File: src/rtl/systolic_ctrl_pkg.sv
// Shared state encoding and sizing helpers for the systolic MAC job sequencer.
package systolic_ctrl_pkg;

    typedef enum logic [2:0] {
        IDLE  = 3'd0,
        CLR   = 3'd1,
        LOAD  = 3'd2,
        FLUSH = 3'd3,
        DRAIN = 3'd4,
        DONE  = 3'd5
    } ctrl_state_e;

    // Cycles needed to push the last operand through a skewed ROWSxCOLS array.
    function automatic int flush_cycles(input int rows, input int cols);
        return rows + cols - 1;
    endfunction

endpackage

File: src/rtl/tc_counter.sv
// Up-counter with terminal-count compare; saturates at tc_val until cleared.
module tc_counter #(
    parameter int W = 4
) (
    input  logic         clk,
    input  logic         reset,
    input  logic         inc,
    input  logic         clr,
    input  logic [W-1:0] tc_val,
    output logic [W-1:0] cnt,
    output logic         tc
);

    assign tc = (cnt == tc_val);

    always_ff @(posedge clk or posedge reset) begin
        if (reset) begin
            cnt <= '0;
        end else if (clr) begin
            cnt <= '0;
        end else if (inc && !tc) begin
            cnt <= cnt + 1'b1;
        end
    end

endmodule

File: src/rtl/systolic_mac_ctrl.sv
// Job sequencer for the systolic MAC array: clear, load k beats, flush, drain ROWS rows.
//
// state | meaning
// IDLE  | waiting for a legal start; k_len latched on accept
// CLR   | one-cycle accumulator clear
// LOAD  | accepting operand beats until k have been taken
// FLUSH | shifting zeros through the skewed pipeline
// DRAIN | presenting result rows 0..ROWS-1 to the writer
// DONE  | one-cycle completion pulse
module systolic_mac_ctrl
    import systolic_ctrl_pkg::*;
#(
    parameter int ROWS  = 4,
    parameter int COLS  = 4,
    parameter int K_MAX = 16,
    parameter int KW    = $clog2(K_MAX + 1)
) (
    input  logic                    clk,
    input  logic                    reset,
    input  logic                    start,
    input  logic [KW-1:0]           k_len,
    input  logic                    in_valid,
    output logic                    in_ready,
    output logic                    feed_en,
    output logic                    acc_clr,
    output logic                    flush_en,
    output logic                    out_valid,
    input  logic                    out_ready,
    output logic [$clog2(ROWS)-1:0] out_row,
    output logic [KW-1:0]           beat_cnt,
    output logic                    busy,
    output logic                    done
);

    localparam int RW           = $clog2(ROWS);
    localparam int FLUSH_CYCLES = flush_cycles(ROWS, COLS);
    localparam int FW           = $clog2(FLUSH_CYCLES);

    ctrl_state_e   state_q;
    ctrl_state_e   state_nxt;
    logic [KW-1:0] k_q;
    logic          start_ok;
    logic          out_hs;
    logic          beat_tc;
    logic          flush_tc;
    logic          row_tc;
    logic [FW-1:0] unused_flush_cnt;

    logic in_ready_nxt;
    logic acc_clr_nxt;
    logic flush_en_nxt;
    logic out_valid_nxt;
    logic busy_nxt;
    logic done_nxt;

    assign start_ok = start && (k_len != '0) && (k_len <= KW'(K_MAX));
    assign feed_en  = in_valid && in_ready;
    assign out_hs   = out_valid && out_ready;

    // Outputs are registered from the next-state decode so they line up with state_q.
    always_ff @(posedge clk or posedge reset) begin
        if (reset) begin
            state_q   <= IDLE;
            k_q       <= '0;
            in_ready  <= 1'b0;
            acc_clr   <= 1'b0;
            flush_en  <= 1'b0;
            out_valid <= 1'b0;
            busy      <= 1'b0;
            done      <= 1'b0;
        end else begin
            state_q   <= state_nxt;
            if (state_q == IDLE && start_ok) begin
                k_q <= k_len;
            end
            in_ready  <= in_ready_nxt;
            acc_clr   <= acc_clr_nxt;
            flush_en  <= flush_en_nxt;
            out_valid <= out_valid_nxt;
            busy      <= busy_nxt;
            done      <= done_nxt;
        end
    end

    always_comb begin
        state_nxt = state_q;
        unique case (state_q)
            IDLE:    if (start_ok) state_nxt = CLR;
            CLR:     state_nxt = LOAD;
            LOAD:    if (feed_en && beat_tc) state_nxt = FLUSH;
            FLUSH:   if (flush_tc) state_nxt = DRAIN;
            DRAIN:   if (out_hs && row_tc) state_nxt = DONE;
            DONE:    state_nxt = IDLE;
            default: state_nxt = IDLE;
        endcase
    end

    always_comb begin
        in_ready_nxt  = (state_nxt == LOAD);
        acc_clr_nxt   = (state_nxt == CLR);
        flush_en_nxt  = (state_nxt == FLUSH);
        out_valid_nxt = (state_nxt == DRAIN);
        busy_nxt      = (state_nxt != IDLE);
        done_nxt      = (state_nxt == DONE);
    end

    tc_counter #(.W(KW)) u_beat_cnt (
        .clk    (clk),
        .reset  (reset),
        .inc    (feed_en),
        .clr    (feed_en && beat_tc),
        .tc_val (k_q - 1'b1),
        .cnt    (beat_cnt),
        .tc     (beat_tc)
    );

    tc_counter #(.W(FW)) u_flush_cnt (
        .clk    (clk),
        .reset  (reset),
        .inc    (state_q == FLUSH),
        .clr    ((state_q == FLUSH) && flush_tc),
        .tc_val (FW'(FLUSH_CYCLES - 1)),
        .cnt    (unused_flush_cnt),
        .tc     (flush_tc)
    );

    tc_counter #(.W(RW)) u_row_cnt (
        .clk    (clk),
        .reset  (reset),
        .inc    (out_hs),
        .clr    (out_hs && row_tc),
        .tc_val (RW'(ROWS - 1)),
        .cnt    (out_row),
        .tc     (row_tc)
    );

endmodule

File: config.mk
export PLATFORM = sky130hd
export DESIGN_NAME = systolic_mac_ctrl
export DESIGN_NICKNAME = d
export VERILOG_FILES = /design/src/rtl/systolic_ctrl_pkg.sv /design/src/rtl/tc_counter.sv /design/src/rtl/systolic_mac_ctrl.sv
export SDC_FILE = /design/constraint.sdc
export NUM_CORES = 1
export LEC_CHECK = 0
export ABC_CLOCK_PERIOD_IN_PS = 3600
export BUFFER_PORTS_ARGS = -buffer_cell sky130_fd_sc_hd__buf_2
export CAP_MARGIN = 10
export CELL_PAD_IN_SITES_DETAIL_PLACEMENT = 1
export CELL_PAD_IN_SITES_GLOBAL_PLACEMENT = 2
export CORE_MARGIN = 3
export CORE_UTILIZATION = 25
export CTS_CLUSTER_SIZE = 14
export DETAILED_ROUTE_END_ITERATION = 8
export HOLD_SLACK_MARGIN = 0.06
export PLACE_DENSITY_LB_ADDON = 0.1
export SLEW_MARGIN = 25
export SYNTH_ARGS = -nofsm -noshare
export SYNTH_HDL_FRONTEND = slang
export SYNTH_SLANG_ARGS = --single-unit
File: constraint.sdc
create_clock -name clk -period 3.6 [get_ports clk]
set_clock_uncertainty 0.05 [all_clocks]
set_input_delay 0.18 -clock clk [delete_from_list [all_inputs] [get_ports clk]]
set_output_delay 0.18 -clock clk [all_outputs]
set_load 0.01 [all_outputs]
==> metrics, run 1 <==
HPWL Detailed ~2100 um; area delta synth->final 19.3%; synth top area cells dfrtp_1 (50%), mux2_4 (6.2%), ha_1 (5.2%); status complete, no violations; Max Root-Sink Buffers 2; IO Count 24; routed len/inst 14.6 um; die width between 70 and 80 um; Mapped Avg Cell Area approximately 12 um^2; CTS Buf Count 3; Post-Syn Area 1210 um^2; initial antenna violation count 0; cells after synthesis around 110; achievable frequency between 0.5 and 0.6 GHz; final worst path period share ~54%; WP buf/inv 1; Crit-path slowest cell nor3_1; gr usage total about a tenth; Yosys reg bits 24; most frequent cell after synthesis dfrtp_1; Starting Density between 20% and 30%; num rows 24; ant diodes 0; Worst-Margin Slew around 0.62 ns; Post-Syn Nets 120; EDFF count, synth 0; Final min period roughly 1.9 ns; post-synth top area share between 40% and 50%; CP startpoint kind flip-flop; initial drt markers 31; PortBufs 23; WS Path Type reg -> reg; GR Overflow Total 0; max incr delay on CP 0.51 ns; TNS Setup 0 ns; maxcap violations 0; most frequent cells after synthesis dfrtp_1 (24), nand2_1 (8), nor2_1 (8), inv_1 (7), xnor2_1 (6); Final Power ~0.80 mW; die span in y between 70 and 80 um; Worst Hold Class in -> reg; clock root buffer clkbuf_8; crit-path leading delay family simple AND/OR/NAND/NOR gates; largest net degree at the start of global routing 25; RSZ-0062 raised after global routing no; Remaining DRCs 0; clock sinks 24; latest clock arrival within the worst-skew pair around 0.26 ns; layout cells sized above 1 between 30% and 40%; vias in the first global route 900; leading area contributor after synthesis dfrtp_1; Max VDD drop around 130 uV; GPL Wtd Cong around 0.74; Setup crit end kind flip-flop; Clk pin slew, worst setup/hold paths 0.09 ns; Vias/cell roughly 4.8; CTS tree yes; Slew Limit Headroom about three fifths; ys async rst share 100%; Post-Route WL between 2000 and 3000 um; crit-path max FO 5; via count between 800 and 900; H-tree depth 1; Total Die Area about 5700 um^2; Hold Vio Cnt, Final 0; drt first pass iters 4; static leakage a little under 0.7 nW; Critical Path RT 3.68 ns; core footprint 4500 um^2; Detail Route Antenna Nets 0; first-pass GRT wire length ~4400 um; Synth Flop Type dfrtp_1; final setup fails 0; worst endpoint data arrival time 2.02 ns; Seq/Total Area, Yosys around half; Ys Warns 0; number of max-slew violations in the final report 0; CP Cell Sequence inv_1 > ha_1 > xor2_1 > nand4_1 > nor3_1 > o21ai_0; nets@finish 148; synth unique cells 29; Power per Cell Area approximately 550 nW/um^2
state kept, by name, indices dropped and copies added, names as in the netlist:
register,count
acc_clr,1
busy,1
done,1
flush_en,1
in_ready,1
k_q,5
out_valid,1
state_q,3
u_beat_cnt.cnt,5
u_flush_cnt.cnt,3
u_row_cnt.cnt,2
power breakdown:
group / switching [mW] / total, mW / internal, mW / leakage [nW]
clock: 0.0861 / 0.184 / 0.0976 / 0.0288
sequential: 0.0640 / 0.383 / 0.319 / 0.307
combinational: 0.121 / 0.235 / 0.114 / 0.355
per-stage QoR:
step	cell area [um^2]	worst slack (ns)	utilization [%]	cells	hold WS, ns
after floorplan	1210	2.00	-	105	0.145
after global placement	1380	1.69	30.7	179	0.388
after CTS	1440	1.63	31.9	183	0.0915
after global routing	1450	1.39	32.1	184	0.111
final	1450	1.66	32.1	184	0.115
after detailed placement	1380	1.65	30.7	179	0.394
cells by family (layout without fill, tap and decap cells):
kind of cell | after synthesis | in the layout | share of synthesized area, %
AO/OA/AOI/OAI | 11 | 11 | 5.88
XOR/XNOR | 12 | 12 | 9.80
adder cells (fa/ha/maj) | 5 | 5 | 5.16
buffers and inverters | 8 | 35 | 3.10
flip-flops | 24 | 24 | 49.5
multiplexers | 7 | 7 | 8.05
AND/OR/NAND/NOR | 38 | 38 | 18.5
cell usage in the layout (no fill, tap or decap), types with 6 or more instances in the layout:
master	Yosys	routed
inv_1	7	6
buf_2	0	23
nand2_1	8	8
dfrtp_1	24	24
xnor2_1	6	6
nor2_1	8	8
cell type report:
class	count	area, um^2
Timing Repair Buffer	24	125
Multi-Input combinational cell	73	574
Tap cell	52	65.1
Inverter	7	26.3
Clock buffer	4	55.1
Fill cell	522	3060
Sequential cell	24	601
path summary, 6_finish.rpt:
| check | start | end | slack, ns | cells after the start |
|---|---|---|---|---|
| min in group asynchronous | reset | u_beat_cnt.cnt[0]$_DFFE_PP0P_ | 0.43 | 3 |
| max reg2reg | k_q[0]$_DFFE_PP0P_ | u_beat_cnt.cnt[0]$_DFFE_PP0P_ | 1.66 | 6 |
| min reg2reg | u_row_cnt.cnt[1]$_DFFE_PP0P_ | u_row_cnt.cnt[1]$_DFFE_PP0P_ | 0.49 | 1 |
| max | k_q[0]$_DFFE_PP0P_ | u_beat_cnt.cnt[0]$_DFFE_PP0P_ | 1.66 | 6 |
| min | k_len[1] | k_q[1]$_DFFE_PP0P_ | 0.12 | 2 |
| max in group asynchronous | reset | u_flush_cnt.cnt[1]$_DFFE_PP0P_ | 2.72 | 3 |
what timing repair did:
action / in CTS / in global routing
setup buffers: 0 / 0
gates resized for setup: 0 / 0
hold endpoints to repair: 0 / 24
hold buffers: 0 / 1
layer usage:
layer,vias up,GRT usage [%],share of wire (%)
met2,26,15.5,46
met5,-,0,0
met1,442,14.9,48
met3,4,1.98,4.7
met4,0,4.08,1.1
li1,418,-,-
No activity file was read; power rests on OpenSTA's default activity.
==> run 2: changes to the inputs <==
--- a/config.mk
+++ b/config.mk
@@ -5,7 +5,7 @@
 export SDC_FILE = /design/constraint.sdc
 export NUM_CORES = 1
 export LEC_CHECK = 0
-export ABC_CLOCK_PERIOD_IN_PS = 3600
+export ABC_CLOCK_PERIOD_IN_PS = 1800
 export BUFFER_PORTS_ARGS = -buffer_cell sky130_fd_sc_hd__buf_2
 export CAP_MARGIN = 10
 export CELL_PAD_IN_SITES_DETAIL_PLACEMENT = 1
==> constraint.sdc (replaced) <==
create_clock -name clk -period 1.8 [get_ports clk]
set_clock_uncertainty 0.05 [all_clocks]
set_input_delay 0.09 -clock clk [delete_from_list [all_inputs] [get_ports clk]]
set_output_delay 0.09 -clock clk [all_outputs]
set_load 0.01 [all_outputs]
==> metrics, run 2 (synthesis results as in run 1) <==
status complete, no violations; reg2reg end flush_en$_DFF_PP0_; biggest regs k_q x5, u_beat_cnt.cnt x5; routed len/inst ~14 um; gr usage total 10.4%; clock root buffer clkbuf_8; nets@finish around 160; HPWL Detailed 2140 um; layout cells sized above 1 around 35%; worst hold start out_ready; ant diodes 0; crit-path max FO 8; non-filler cells, final ~200; initial antenna violation count 0; num rows 24; die width around 76 um; Clk pin slew, worst setup/hold paths about 0.090 ns; maxcap violations 0; latest clock arrival within the worst-skew pair 0.26 ns; CP Cell Sequence dlygate4sd3_1 > buf_2 > nor4_2 > xnor2_1 > and4_4 > mux2_4; worst endpoint data arrival time about 1.9 ns; worst reg-to-reg setup slack 0.08 ns; worst hold stages 3; Detail Route Antenna Nets 0; Worst Reg-to-Reg Cells 6; register area approximately 600 um^2; cell area after layout between 1500 and 2000 um^2; Max VDD drop approximately 280 uV; PortBufs 23; WS Path Type in -> reg; DP Area roughly 1400 um^2; commonest non-fill, non-tap cell in the layout dfrtp_1; achievable frequency roughly 0.57 GHz; vias in the first global route 925; Hold Vio Cnt, Final 0; GPL Wtd Cong approximately 0.73; Post-Route WL about 2800 um; CTS tree yes; CTS Buf Count 3; clock sinks 24; area occupied by multi-input gates between 600 and 700 um^2; Slew Limit Headroom between 70% and 80%; core footprint roughly 4500 um^2; CP startpoint kind input pin; largest net degree at the start of global routing 25; Setup crit end kind flip-flop; Final Power 1.77 mW; number of max-slew violations in the final report 0; Final min period between 1.5 and 2 ns; die span in y roughly 76 um; GR Overflow Total 0; via count 916; drt first pass iters 4; Power per Cell Area approximately 1100 nW/um^2; Starting Density a little over a quarter; H-tree depth 1; Total Die Area approximately 5700 um^2; Worst-Margin Slew ~0.4 ns; Remaining DRCs 0; first-pass GRT wire length around 4500 um; IO Count 24; final setup fails 0; Fillers 515; Cells after DPL between 150 and 200; static leakage between 0.7 and 0.8 nW; Worst Hold Class in -> reg; max incr delay on CP roughly 0.53 ns; final worst path period share a little over nine tenths; commonest non-fill, non-tap cells in the layout dfrtp_1 (24), buf_2 (23), buf_4 (10); Crit-path slowest cell dlygate4sd3_1; area delta synth->final 33.5%; Vias/cell between 4 and 5; Max Root-Sink Buffers 2; Critical Path RT 1.91 ns; initial drt markers 8; Hold WS ~0.060 ns; WHS Endpoint done$_DFF_PP0_; Crit Reg-Reg Startpoint k_q[0]$_DFFE_PP0P_; post-layout util a little over a third
-- run 2: how the worst max path moves through the flow --
stage	startpoint	to	slack, ns	cells after the start
after global placement	state_q[1]$_DFF_PP0_	out_valid$_DFF_PP0_	0.14	4
after floorplan	k_q[0]$_DFFE_PP0P_	u_beat_cnt.cnt[0]$_DFFE_PP0P_	0.20	6
final	k_len[3]	k_q[4]$_DFFE_PP0P_	0.06	6
after CTS	k_len[3]	k_q[1]$_DFFE_PP0P_	0.03	6
after detailed placement	k_q[0]$_DFFE_PP0P_	flush_en$_DFF_PP0_	0.12	6
after global routing	k_q[0]$_DFFE_PP0P_	u_beat_cnt.cnt[0]$_DFFE_PP0P_	-0.03	7
-- run 2: per-layer routing --
metal / GRT usage, % / part of all wire (%)
met3: 2.24 / 3.6
met2: 16.4 / 47
met4: 2.33 / 0.50
met5: 0 / 0
met1: 14.6 / 49
-- run 2: where the power goes --
group	leakage, nW	total (mW)	switching [mW]	internal [mW]
logic	0.441	0.545	0.279	0.265
registers	0.307	0.749	0.112	0.637
clock network	0.0357	0.474	0.177	0.297
total	0.784	1.77	0.568	1.20
-- run 2: worst max-delay path: cells and delay by family --
family,cells,cell delay (ns)
buf+inv,2,0.66
mux,1,0.31
simple gates,2,0.60
xor+xnor,1,0.19
-- run 2: cell type report --
type | count | share of cell area (%)
clock inverter | 1 | 1.85
clock buffer | 3 | 2.55
timing repair buffer | 39 | 15.5
sequential | 24 | 37.1
inverter | 7 | 1.62
tap | 52 | 4.02
multi-input combinational | 73 | 37.4
-- run 2: through the flow --
step	setup WS [ns]	setup TNS, ns
4_1_cts	0.0260	0
3_5_place_dp	0.123	0
6_report	0.0570	0
5_1_grt	-0.0281	-0.0730
2_1_floorplan	0.203	0
3_3_place_gp	0.140	0
-- run 2: what timing repair did --
item,4_1_cts,5_1_grt
hold buffers,6,0
setup endpoints to repair,0,13
gates resized for setup,0,4
setup buffers,0,4
endpoints found under the hold margin,29,0
